[config.mk]
export PLATFORM = sky130hd
export DESIGN_NAME = issue_steer
export DESIGN_NICKNAME = d
export VERILOG_FILES = /design/src/rtl/issue_pkg.sv /design/src/rtl/pair_check.sv /design/src/rtl/issue_steer.sv
export SDC_FILE = /design/constraint.sdc
export NUM_CORES = 1
export LEC_CHECK = 0
export CORE_AREA = 5 5 315 317
export CTS_CLUSTER_DIAMETER = 150
export CTS_CLUSTER_SIZE = 16
export DETAILED_ROUTE_END_ITERATION = 8
export DIE_AREA = 0 0 320 322
export GPL_TIMING_DRIVEN = 0
export PLACE_DENSITY_LB_ADDON = 0.08
export SYNTH_ARGS = -nofsm -noshare
export SYNTH_HDL_FRONTEND = slang
export SYNTH_SLANG_ARGS = --single-unit
[constraint.sdc]
create_clock -name clk -period 30.9 [get_ports clk]
set_clock_uncertainty 0.05 [all_clocks]
set_input_delay 6.18 -clock clk [delete_from_list [all_inputs] [get_ports clk]]
set_output_delay 6.18 -clock clk [all_outputs]
set_load 0.01 [all_outputs]
[src/rtl/issue_pkg.sv]
// Shared types and constants for the dual-issue steering stage.
// Holds the decoded instruction bundle carried from decode into execute,
// the opcode constants that identify memory operations, the steering FSM
// state type and the instruction classification helpers.
package issue_pkg;

    localparam int ISSUE_XLEN = 32;

    localparam logic [6:0] OPC_LOAD  = 7'b0000011;
    localparam logic [6:0] OPC_STORE = 7'b0100011;

    typedef struct packed {
        logic [ISSUE_XLEN-1:0] RD1;
        logic [ISSUE_XLEN-1:0] RD2;
        logic [ISSUE_XLEN-1:0] Extimm;
        logic                  RegWrite;
        logic [1:0]            ResultSrc;
        logic [2:0]            MemWrite;
        logic [2:0]            MemRead;
        logic                  Jump;
        logic                  Branch;
        logic [4:0]            AluControl;
        logic                  mux2;
        logic                  mux3;
        logic                  mux4;
        logic [4:0]            RS1;
        logic [4:0]            RS2;
        logic [4:0]            Rd;
        logic [6:0]            opcode;
        logic [ISSUE_XLEN-1:0] PC;
        logic [ISSUE_XLEN-1:0] PCPlus4;
    } id_bundle_t;

    typedef enum logic {
        ST_PAIR  = 1'b0,
        ST_SPLIT = 1'b1
    } steer_state_t;

    // Loads and stores can only execute on lane 1.
    function automatic logic is_mem(input id_bundle_t b);
        return (b.opcode == OPC_LOAD) || (b.opcode == OPC_STORE);
    endfunction

    // Branches and jumps can only execute on lane 0.
    function automatic logic is_ctrl(input id_bundle_t b);
        return b.Jump || b.Branch;
    endfunction

endpackage

[src/rtl/pair_check.sv]
// Combinational pair analysis for the issue steering stage.
// Ports:
//   slot0, slot1  - decoded bundles, slot0 older in program order
//   valid         - per-slot valid (bit 0 = slot0)
//   conflict      - both valid and the pair must issue over two cycles
//   swap          - both valid, no conflict, older goes to lane 1
//   single_lane   - lane each slot takes when issued alone (bit k = slot k,
//                   1 = lane 1)
module pair_check
    import issue_pkg::*;
(
    input  id_bundle_t slot0,
    input  id_bundle_t slot1,
    input  logic [1:0] valid,
    output logic       conflict,
    output logic       swap,
    output logic [1:0] single_lane
);

    logic mem0, mem1, ctrl0, ctrl1;
    logic raw, waw;

    assign mem0  = is_mem(slot0);
    assign mem1  = is_mem(slot1);
    assign ctrl0 = is_ctrl(slot0);
    assign ctrl1 = is_ctrl(slot1);

    // Source match is conservative: the younger's rs fields are compared
    // even when the instruction does not actually read that operand.
    assign raw = slot0.RegWrite && (slot0.Rd != 5'd0) &&
                 ((slot1.RS1 == slot0.Rd) || (slot1.RS2 == slot0.Rd));

    assign waw = slot0.RegWrite && slot1.RegWrite &&
                 (slot0.Rd != 5'd0) && (slot0.Rd == slot1.Rd);

    assign conflict = (&valid) && ((mem0 && mem1) || (ctrl0 && ctrl1) || raw || waw);

    // The older goes to lane 1 when it needs lane 1 itself, or when the
    // younger needs lane 0.
    assign swap = (&valid) && !conflict && (mem0 || ctrl1);

    assign single_lane = {mem1, mem0};

    // Payload fields do not influence steering; fold them so that every
    // input bit is consumed.
    logic unused_payload;
    assign unused_payload = ^{slot0, slot1};

endmodule

[src/rtl/issue_steer.sv]
// Dual-issue steering and ID/EX pipeline register.
// Takes an in-order pair of decoded instructions, steers each to the lane
// able to execute it (lane 0: ALU/branch/jump, lane 1: ALU/load/store) and
// registers the result. Pairs that cannot issue together are split over
// two cycles, holding the younger instruction and back-pressuring decode.
// Ports:
//   clk, rst              - clock, synchronous active-high reset
//   in_valid_i[1:0]       - slot valids, bit 0 is the older slot
//   slot0_i, slot1_i      - decoded bundles, slot0 older
//   in_ready_o            - input pair consumed this cycle
//   ex_stall_i            - execute cannot accept; everything holds
//   flush_i               - drop in-flight, held and incoming work
//   ex0_o, ex1_o          - registered lane bundles
//   ex0_valid_o, ex1_valid_o - lane valids
//   lane1_older_o         - both lanes valid and lane 1 is older
module issue_steer
    import issue_pkg::*;
#(
    parameter int XLEN = 32
) (
    input  logic       clk,
    input  logic       rst,
    input  logic [1:0] in_valid_i,
    input  id_bundle_t slot0_i,
    input  id_bundle_t slot1_i,
    output logic       in_ready_o,
    input  logic       ex_stall_i,
    input  logic       flush_i,
    output id_bundle_t ex0_o,
    output id_bundle_t ex1_o,
    output logic       ex0_valid_o,
    output logic       ex1_valid_o,
    output logic       lane1_older_o
);

    // The bundle layout is fixed by the package; refuse any other width.
    if (XLEN != ISSUE_XLEN) begin : g_xlen_check
        $error("issue_steer: XLEN must equal issue_pkg::ISSUE_XLEN");
    end

    steer_state_t state;
    id_bundle_t   hold_q;
    logic         hold_valid;

    logic         conflict, swap;
    logic [1:0]   single_lane;

    // Single-issue candidate: held instruction in SPLIT, otherwise the only
    // valid slot (slot 1 alone for 2'b10), or the older half of a split.
    id_bundle_t   one_bundle;
    logic         one_lane;
    logic         one_valid;
    logic         pair_issue;

    pair_check u_pair_check (
        .slot0       (slot0_i),
        .slot1       (slot1_i),
        .valid       (in_valid_i),
        .conflict    (conflict),
        .swap        (swap),
        .single_lane (single_lane)
    );

    assign in_ready_o = !rst && !ex_stall_i && (state == ST_PAIR);
    assign pair_issue = (state == ST_PAIR) && (&in_valid_i) && !conflict;

    // NOTE: every signal assigned here gets a default first so no latch is inferred.
    always_comb begin
        one_bundle = slot0_i;
        one_lane   = single_lane[0];
        one_valid  = |in_valid_i;
        if (state == ST_SPLIT) begin
            one_bundle = hold_q;
            one_lane   = is_mem(hold_q);
            one_valid  = hold_valid;
        end else if (in_valid_i == 2'b10) begin
            one_bundle = slot1_i;
            one_lane   = single_lane[1];
        end
    end

    // NOTE: sequential state uses non-blocking assignments only, so all
    // registers update from the same pre-edge values.
    always_ff @(posedge clk) begin
        if (rst) begin
            state         <= ST_PAIR;
            hold_valid    <= 1'b0;
            ex0_o         <= '0;
            ex1_o         <= '0;
            ex0_valid_o   <= 1'b0;
            ex1_valid_o   <= 1'b0;
            lane1_older_o <= 1'b0;
        end else if (flush_i) begin
            state         <= ST_PAIR;
            hold_valid    <= 1'b0;
            ex0_valid_o   <= 1'b0;
            ex1_valid_o   <= 1'b0;
            lane1_older_o <= 1'b0;
        end else if (!ex_stall_i) begin
            if (pair_issue) begin
                ex0_o         <= swap ? slot1_i : slot0_i;
                ex1_o         <= swap ? slot0_i : slot1_i;
                ex0_valid_o   <= 1'b1;
                ex1_valid_o   <= 1'b1;
                lane1_older_o <= swap;
            end else begin
                if (one_valid) begin
                    if (one_lane) ex1_o <= one_bundle;
                    else          ex0_o <= one_bundle;
                end
                ex0_valid_o   <= one_valid && !one_lane;
                ex1_valid_o   <= one_valid && one_lane;
                lane1_older_o <= 1'b0;
            end

            case (state)
                ST_PAIR: begin
                    if (conflict) begin
                        hold_valid <= 1'b1;
                        state      <= ST_SPLIT;
                    end
                end
                ST_SPLIT: begin
                    hold_valid <= 1'b0;
                    state      <= ST_PAIR;
                end
                default: state <= ST_PAIR;
            endcase
        end
    end

    // NOTE: the held payload has no reset; hold_valid alone says whether it
    // means anything, so the wide register needs no reset network.
    always_ff @(posedge clk) begin
        if (!rst && !flush_i && !ex_stall_i && (state == ST_PAIR) && conflict) begin
            hold_q <= slot1_i;
        end
    end

endmodule

==> results of run 1 <==
[registers in the layout, indices dropped and copies added, names as in the netlist]
name           cells
ex0_o            201
ex1_o            201
hold_q           201
ex0_valid_o        1
ex1_valid_o        1
hold_valid         1
lane1_older_o      1
state              1
[worst register-to-register path: stages (launching register included)]
cell and delay, ps:
dfxtp_1 370, or2_1 210, or3_1 130, buf_2 330, clkbuf_1 980, clkbuf_1 810, o21ai_0 550, o2111ai_1 280
a21oi_1 110
[per-stage QoR]
| stage | cells | cell area (um^2) | util, % |
|---|---|---|---|
| 2_1_floorplan | 4135 | 33930 | - |
| 3_3_place_gp | 6217 | 43590 | 45.41 |
| 3_5_place_dp | 6237 | 43890 | 45.72 |
| 4_1_cts | 6314 | 45140 | 47.02 |
| 5_1_grt | 6339 | 45200 | 47.08 |
| 6_report | 6349 | 45220 | 47.11 |
[cells by family (layout without fill, tap and decap cells)]
group | after synthesis | count (layout) | synth area share [%]
DFF | 608 | 608 | 41.81
muxes | 392 | 392 | 12.29
and+or+nand+nor | 1239 | 1239 | 14.03
other | 0 | 35 | 0
AOI/OAI and AO/OA | 1429 | 1429 | 25.77
xor gates and xnor gates | 15 | 15 | 0.3873
buffers and inverters | 452 | 1355 | 5.717
[area by class of cell]
class / count / share of cell area [%]
antenna: 35 / 0.1937
buffer: 450 / 4.283
clock buffer: 77 / 2.756
inverter: 2 / 0.01660
multi-input combinational: 3075 / 39.38
sequential: 608 / 31.36
tap: 1276 / 3.530
timing repair buffer: 826 / 18.47
[worst max-delay path by stage]
stage | endpoint | slack (ps) | depth (start not counted)
after floorplan | hold_q[0] | 11570 | 9
after global placement | hold_q[16] | 1770 | 9
after detailed placement | in_ready_o | 15990 | 5
after CTS | in_ready_o | 15970 | 5
after global routing | in_ready_o | 15870 | 5
final | in_ready_o | 15930 | 5
[report_power, final]
part / internal (W) / switching, W / total [W]
registers: 0.000846 / 0.0000123 / 0.000858
clock network: 0.000274 / 0.000311 / 0.000584
logic: 0.000164 / 0.000248 / 0.000412
total: 0.00128 / 0.000571 / 0.00185
[routing by layer]
metal  wire, um  track usage [%]  share of wire (%)
met5        192                0               0.11
met4       5926            11.21                3.4
met3      13880            6.887                8.0
met2      81870            52.23                 47
met1      70640            40.43                 41
[layout by cell type (no fill, tap or decap), types with 3 or more instances in the layout]
master           Yosys  final
a21oi_1            413    413
a311oi_1            10     10
a31oi_1              6      6
buf_1               11     11
buf_2               94     94
buf_4                7      7
buf_6               11     18
buf_8                0     12
clkbuf_1           326    354
clkbuf_16            0     45
clkbuf_2             0      4
clkdlybuf4s50_1      0    806
dfxtp_1            407    407
diode_2              0     35
edfxtp_1           201    201
mux2_2             196    196
mux2i_1            196    196
nand2_1             27     27
nand4_1              5      5
nor2_1            1173   1173
nor2b_1              6      6
nor3_1               8      8
nor4_1               3      3
o2111ai_1          388    388
o21ai_0            495    495
o21ai_1            101    101
or4_1                3      3
xnor2_1              3      3
xor2_1              12     12
==> impl_metrics.json, run 1 <==
{
  "status": "finished, final reports clean",
  "cts-root-buf": "clkbuf_16",
  "cts.path.max_buffers": 3,
  "finalNetCount": 5414,
  "cp-end-kind": "primary output",
  "insertion_delay_ps": 620,
  "arrival_ps": 8740,
  "ys.flop_type": "dfxtp_1",
  "grt_max_degree": 18,
  "hold_path.startpoint": "ex0_o[90]",
  "ys_top_cells_by_count": "1,173 x nor2_1, 495 x o21ai_0, 413 x a21oi_1",
  "grt_antenna_before_repair": 55,
  "synthCells": 4135,
  "regArea_um2": 14180,
  "layout-drive-gt1-share_pct": 7.761,
  "yosysSeqAreaShare_pct": 41.81,
  "synthesis.area_um2": 33930,
  "hold_viol_final": 0,
  "finalSetupViolations": 0,
  "total_power_w": 0.001854,
  "dp_slack_ps": 15990,
  "timing.hold.ws_ps": 429.0,
  "synth-async-reset-ratio_pct": 0,
  "synth_edf_count": 201,
  "cts_made_buffers": 43,
  "core_um2": 95990,
  "path_max_fanout": 10,
  "h-tree-depth": 2,
  "post_cts_resized": 0,
  "min_period_ps": 14970,
  "drcViolationCount": 0,
  "finalCritPeriodShare_pct": 48.45,
  "yosysTopAreaCell": "dfxtp_1",
  "min_path_type": "reg2reg",
  "max_slew_margin_pct": 7.140,
  "reg2reg_slack_ps": 26950,
  "cts_tree": "done",
  "ys_top_cells_by_area": "dfxtp_1 24%, edfxtp_1 18%, nor2_1 13%",
  "startpoint_type": "input port",
  "crit_chain": "clkdlybuf4s50_1 -> clkbuf_1 -> clkbuf_1 -> nor3_1 -> clkdlybuf4s50_1",
  "drt-wirelength-per-cell_um": 27.17,
  "synth_fp_nets": 4543,
  "hpwl_um": 132500,
  "syn_to_final_growth_pct": 33.30,
  "dieArea_um2": 103000,
  "slowest_delay_ps": 870,
  "die_y_um": 322,
  "dr_total_vias": 36400,
  "die_x_um": 320,
  "whs_path_depth": 2,
  "yosys_warnings": 0,
  "crit_slowest_cell": "clkbuf_1",
  "drv_slew": 0,
  "grt_pass1_wl_um": 244600,
  "maxCapViolations": 0,
  "fmax_ghz": 0.06679,
  "power.density_nw_per_um2": 41.01,
  "drt-initial-drc-count": 3716,
  "netlist.area_leader.share_pct": 24.02,
  "worstPathRequired_ps": 24670,
  "drtPass1Iterations": 5,
  "path_buf_inv": 4,
  "grt_pass1_vias": 34570,
  "initial_core_util_pct": 35.34,
  "peakVddDrop_uv": 33.28,
  "clkTransAtPathRegs_ps": 80,
  "fp-row-count": 114,
  "reg2reg_from": "state",
  "avgSynthCellArea_um2": 8.204,
  "holdPathEnd": "ex0_o[90]",
  "port-buffer-count": 806,
  "yosysMostFrequentCell": "nor2_1",
  "yosysUniqueCellTypes": 50,
  "reg2reg_to": "ex0_o[199]",
  "crit_family": "buffers and inverters",
  "multi_input_area_um2": 17810,
  "leakagePower_nw": 14.50,
  "worstRegToRegCells": 8,
  "rsz0062_at_grt": "false",
  "grt.total_usage_pct": 31.41,
  "fin_ws_ps": 15930,
  "gr-total-overflow": 0,
  "crit_path_start": "rst",
  "clock-sinks": 608,
  "io-pin-count": 814,
  "fillers": 9635,
  "routed_wl_um": 172500,
  "ant_nets": 0,
  "tightestPinTransition_ps": 1393,
  "gp_congestion": 0.9286,
  "viasPerCell": 5.733,
  "setup-tns-final_ps": 0,
  "postCtsSetupBuffers": 0,
  "hold_buffers": 0,
  "ys_ff_latch": 608,
  "path_class": "in2out"
}
Power figures use the tool's default switching activity.
==> inputs of run 2 (changes only) <==
Clock period 30.9 ns to 14.18 ns, I/O delays scaled along.
==> run 2 against run 1 <==
Compared with the run above:
- non-clock buffer count down 1
- sequential share of layout area is essentially flat
- final area shrank 0.12%
- clock power is 120% higher
- count of clock-buffer cells in the layout did not move
- critical path type unchanged
- largest power group unchanged
==> impl_metrics.json, run 2 (synthesis results as in run 1) <==
{
  "status": "finished, final reports clean",
  "finalCritPeriodShare_pct": 58.82,
  "maxCapViolations": 0,
  "grt_pass1_vias": 34460,
  "gr-total-overflow": 0,
  "clock-sinks": 608,
  "final_common_cell": "nor2_1",
  "path_class": "in2out",
  "fp-row-count": 114,
  "cp-end-kind": "primary output",
  "whs_path_depth": 2,
  "fmax_ghz": 0.1199,
  "reg_top3": "ex0_o (201), ex1_o (201), hold_q (201)",
  "reg2reg_from": "state",
  "cts-root-buf": "clkbuf_16",
  "core_um2": 95990,
  "drv_slew": 0,
  "holdPathEnd": "ex0_o[167]",
  "final_area_um2": 45170,
  "peakVddDrop_uv": 73.91,
  "rsz0062_at_grt": "false",
  "hold_viol_final": 0,
  "die_y_um": 322,
  "routed_wl_um": 172800,
  "max_slew_margin_pct": 7.464,
  "arrival_ps": 5450,
  "fillers": 9533,
  "path_max_fanout": 10,
  "power.density_nw_per_um2": 89.27,
  "total_power_w": 0.004032,
  "io-pin-count": 814,
  "h-tree-depth": 2,
  "die_x_um": 320,
  "worstPathRequired_ps": 11290,
  "final_cell_mix": "1,173 x nor2_1, 806 x clkdlybuf4s50_1, 495 x o21ai_0, 413 x a21oi_1, 407 x dfxtp_1",
  "hpwl_um": 132200,
  "hold_path.startpoint": "ex0_o[167]",
  "drcViolationCount": 0,
  "timing.hold.ws_ps": 426.0,
  "viasPerCell": 5.747,
  "finalSetupViolations": 0,
  "min_path_type": "reg2reg",
  "gp_congestion": 0.9160,
  "cts_made_buffers": 43,
  "leakagePower_nw": 14.46,
  "insertion_delay_ps": 650,
  "fin_ws_ps": 5839,
  "grt_pass1_wl_um": 244700,
  "min_period_ps": 8341,
  "grt_max_degree": 18,
  "tightestPinTransition_ps": 1388,
  "initial_core_util_pct": 35.34,
  "clkTransAtPathRegs_ps": 80,
  "post_cts_resized": 0,
  "drtPass1Iterations": 6,
  "syn_to_final_growth_pct": 33.14,
  "reg2reg_slack_ps": 10370,
  "finalNetCount": 5413,
  "dieArea_um2": 103000,
  "dpl_cell_area_um2": 43850,
  "cts.path.max_buffers": 3,
  "drt-wirelength-per-cell_um": 27.19,
  "drt-initial-drc-count": 4107,
  "ant_nets": 0,
  "grt_antenna_before_repair": 47,
  "layout-drive-gt1-share_pct": 7.662,
  "dp_slack_ps": 5884,
  "dr_total_vias": 36530,
  "port-buffer-count": 806,
  "cts_tree": "done",
  "reg2reg_to": "ex1_o[116]",
  "postCtsSetupBuffers": 0,
  "hold_buffers": 0,
  "grt.total_usage_pct": 31.53,
  "startpoint_type": "input port",
  "crit_path_start": "rst",
  "worstRegToRegCells": 8
}
-- run 2: changes by cell type in the layout (fill, tap and decap cells not counted), moves of 2 or more --
| cell | change |
|---|---|
| buf_6 | +2 |
| buf_8 | -2 |
| clkbuf_1 | +5 |
| clkbuf_16 | -2 |
| clkbuf_2 | -3 |
| diode_2 | +7 |
-- run 2: layout make-up --
type,count,area (um^2),share of cell area [%]
diodes,42,105.1,0.2327
plain buffers,450,1933,4.280
clock buffers,77,1204,2.665
clock inverters,1,8.758,0.01939
inverters,2,7.507,0.01662
multi-input cells,3075,17810,39.43
flip-flops and latches,608,14180,31.40
well taps,1276,1597,3.535
repair buffers,825,8319,18.42
-- run 2: per-stage QoR --
stage | setup TNS, ps | utilization, % | cells
2_1_floorplan | 0 | - | 4135
3_3_place_gp | -675250 | 45.42 | 6217
3_5_place_dp | 0 | 45.68 | 6236
4_1_cts | 0 | 46.94 | 6314
5_1_grt | 0 | 47.01 | 6341
6_report | 0 | 47.05 | 6356
-- run 2: critical path, stage by stage --
cell and delay, ps:
clkdlybuf4s50_1 490, clkbuf_1 890, clkbuf_1 550, nor3_1 100, clkdlybuf4s50_1 580
-- run 2: how the worst max path moves through the flow --
stage	end	depth (start not counted)	slack, ps
after CTS	in_ready_o	5	5860
after global routing	in_ready_o	5	5800
after detailed placement	in_ready_o	5	5880
after global placement	hold_q[15]	9	-3350
after floorplan	hold_q[0]	9	2990
final	in_ready_o	5	5840
-- run 2: where the power goes --
group	leakage, nW	switching [W]	internal [W]	total (W)
clock	0.575	0.000687	0.000577	0.00126
sequential	5.12	0.0000261	0.00184	0.00187
combinational	8.77	0.000542	0.000356	0.000898
-- run 2: per-layer routing --
layer / share of wire, % / GRT usage [%] / wire length [um] / vias up
met5: 0.079 / 0 / 136 / -
met4: 4.1 / 12.13 / 7058 / 20
met3: 8.6 / 7.484 / 14850 / 289
met2: 46 / 51.43 / 80310 / 1726
met1: 41 / 40.69 / 70430 / 17670
li1: - / - / - / 16830
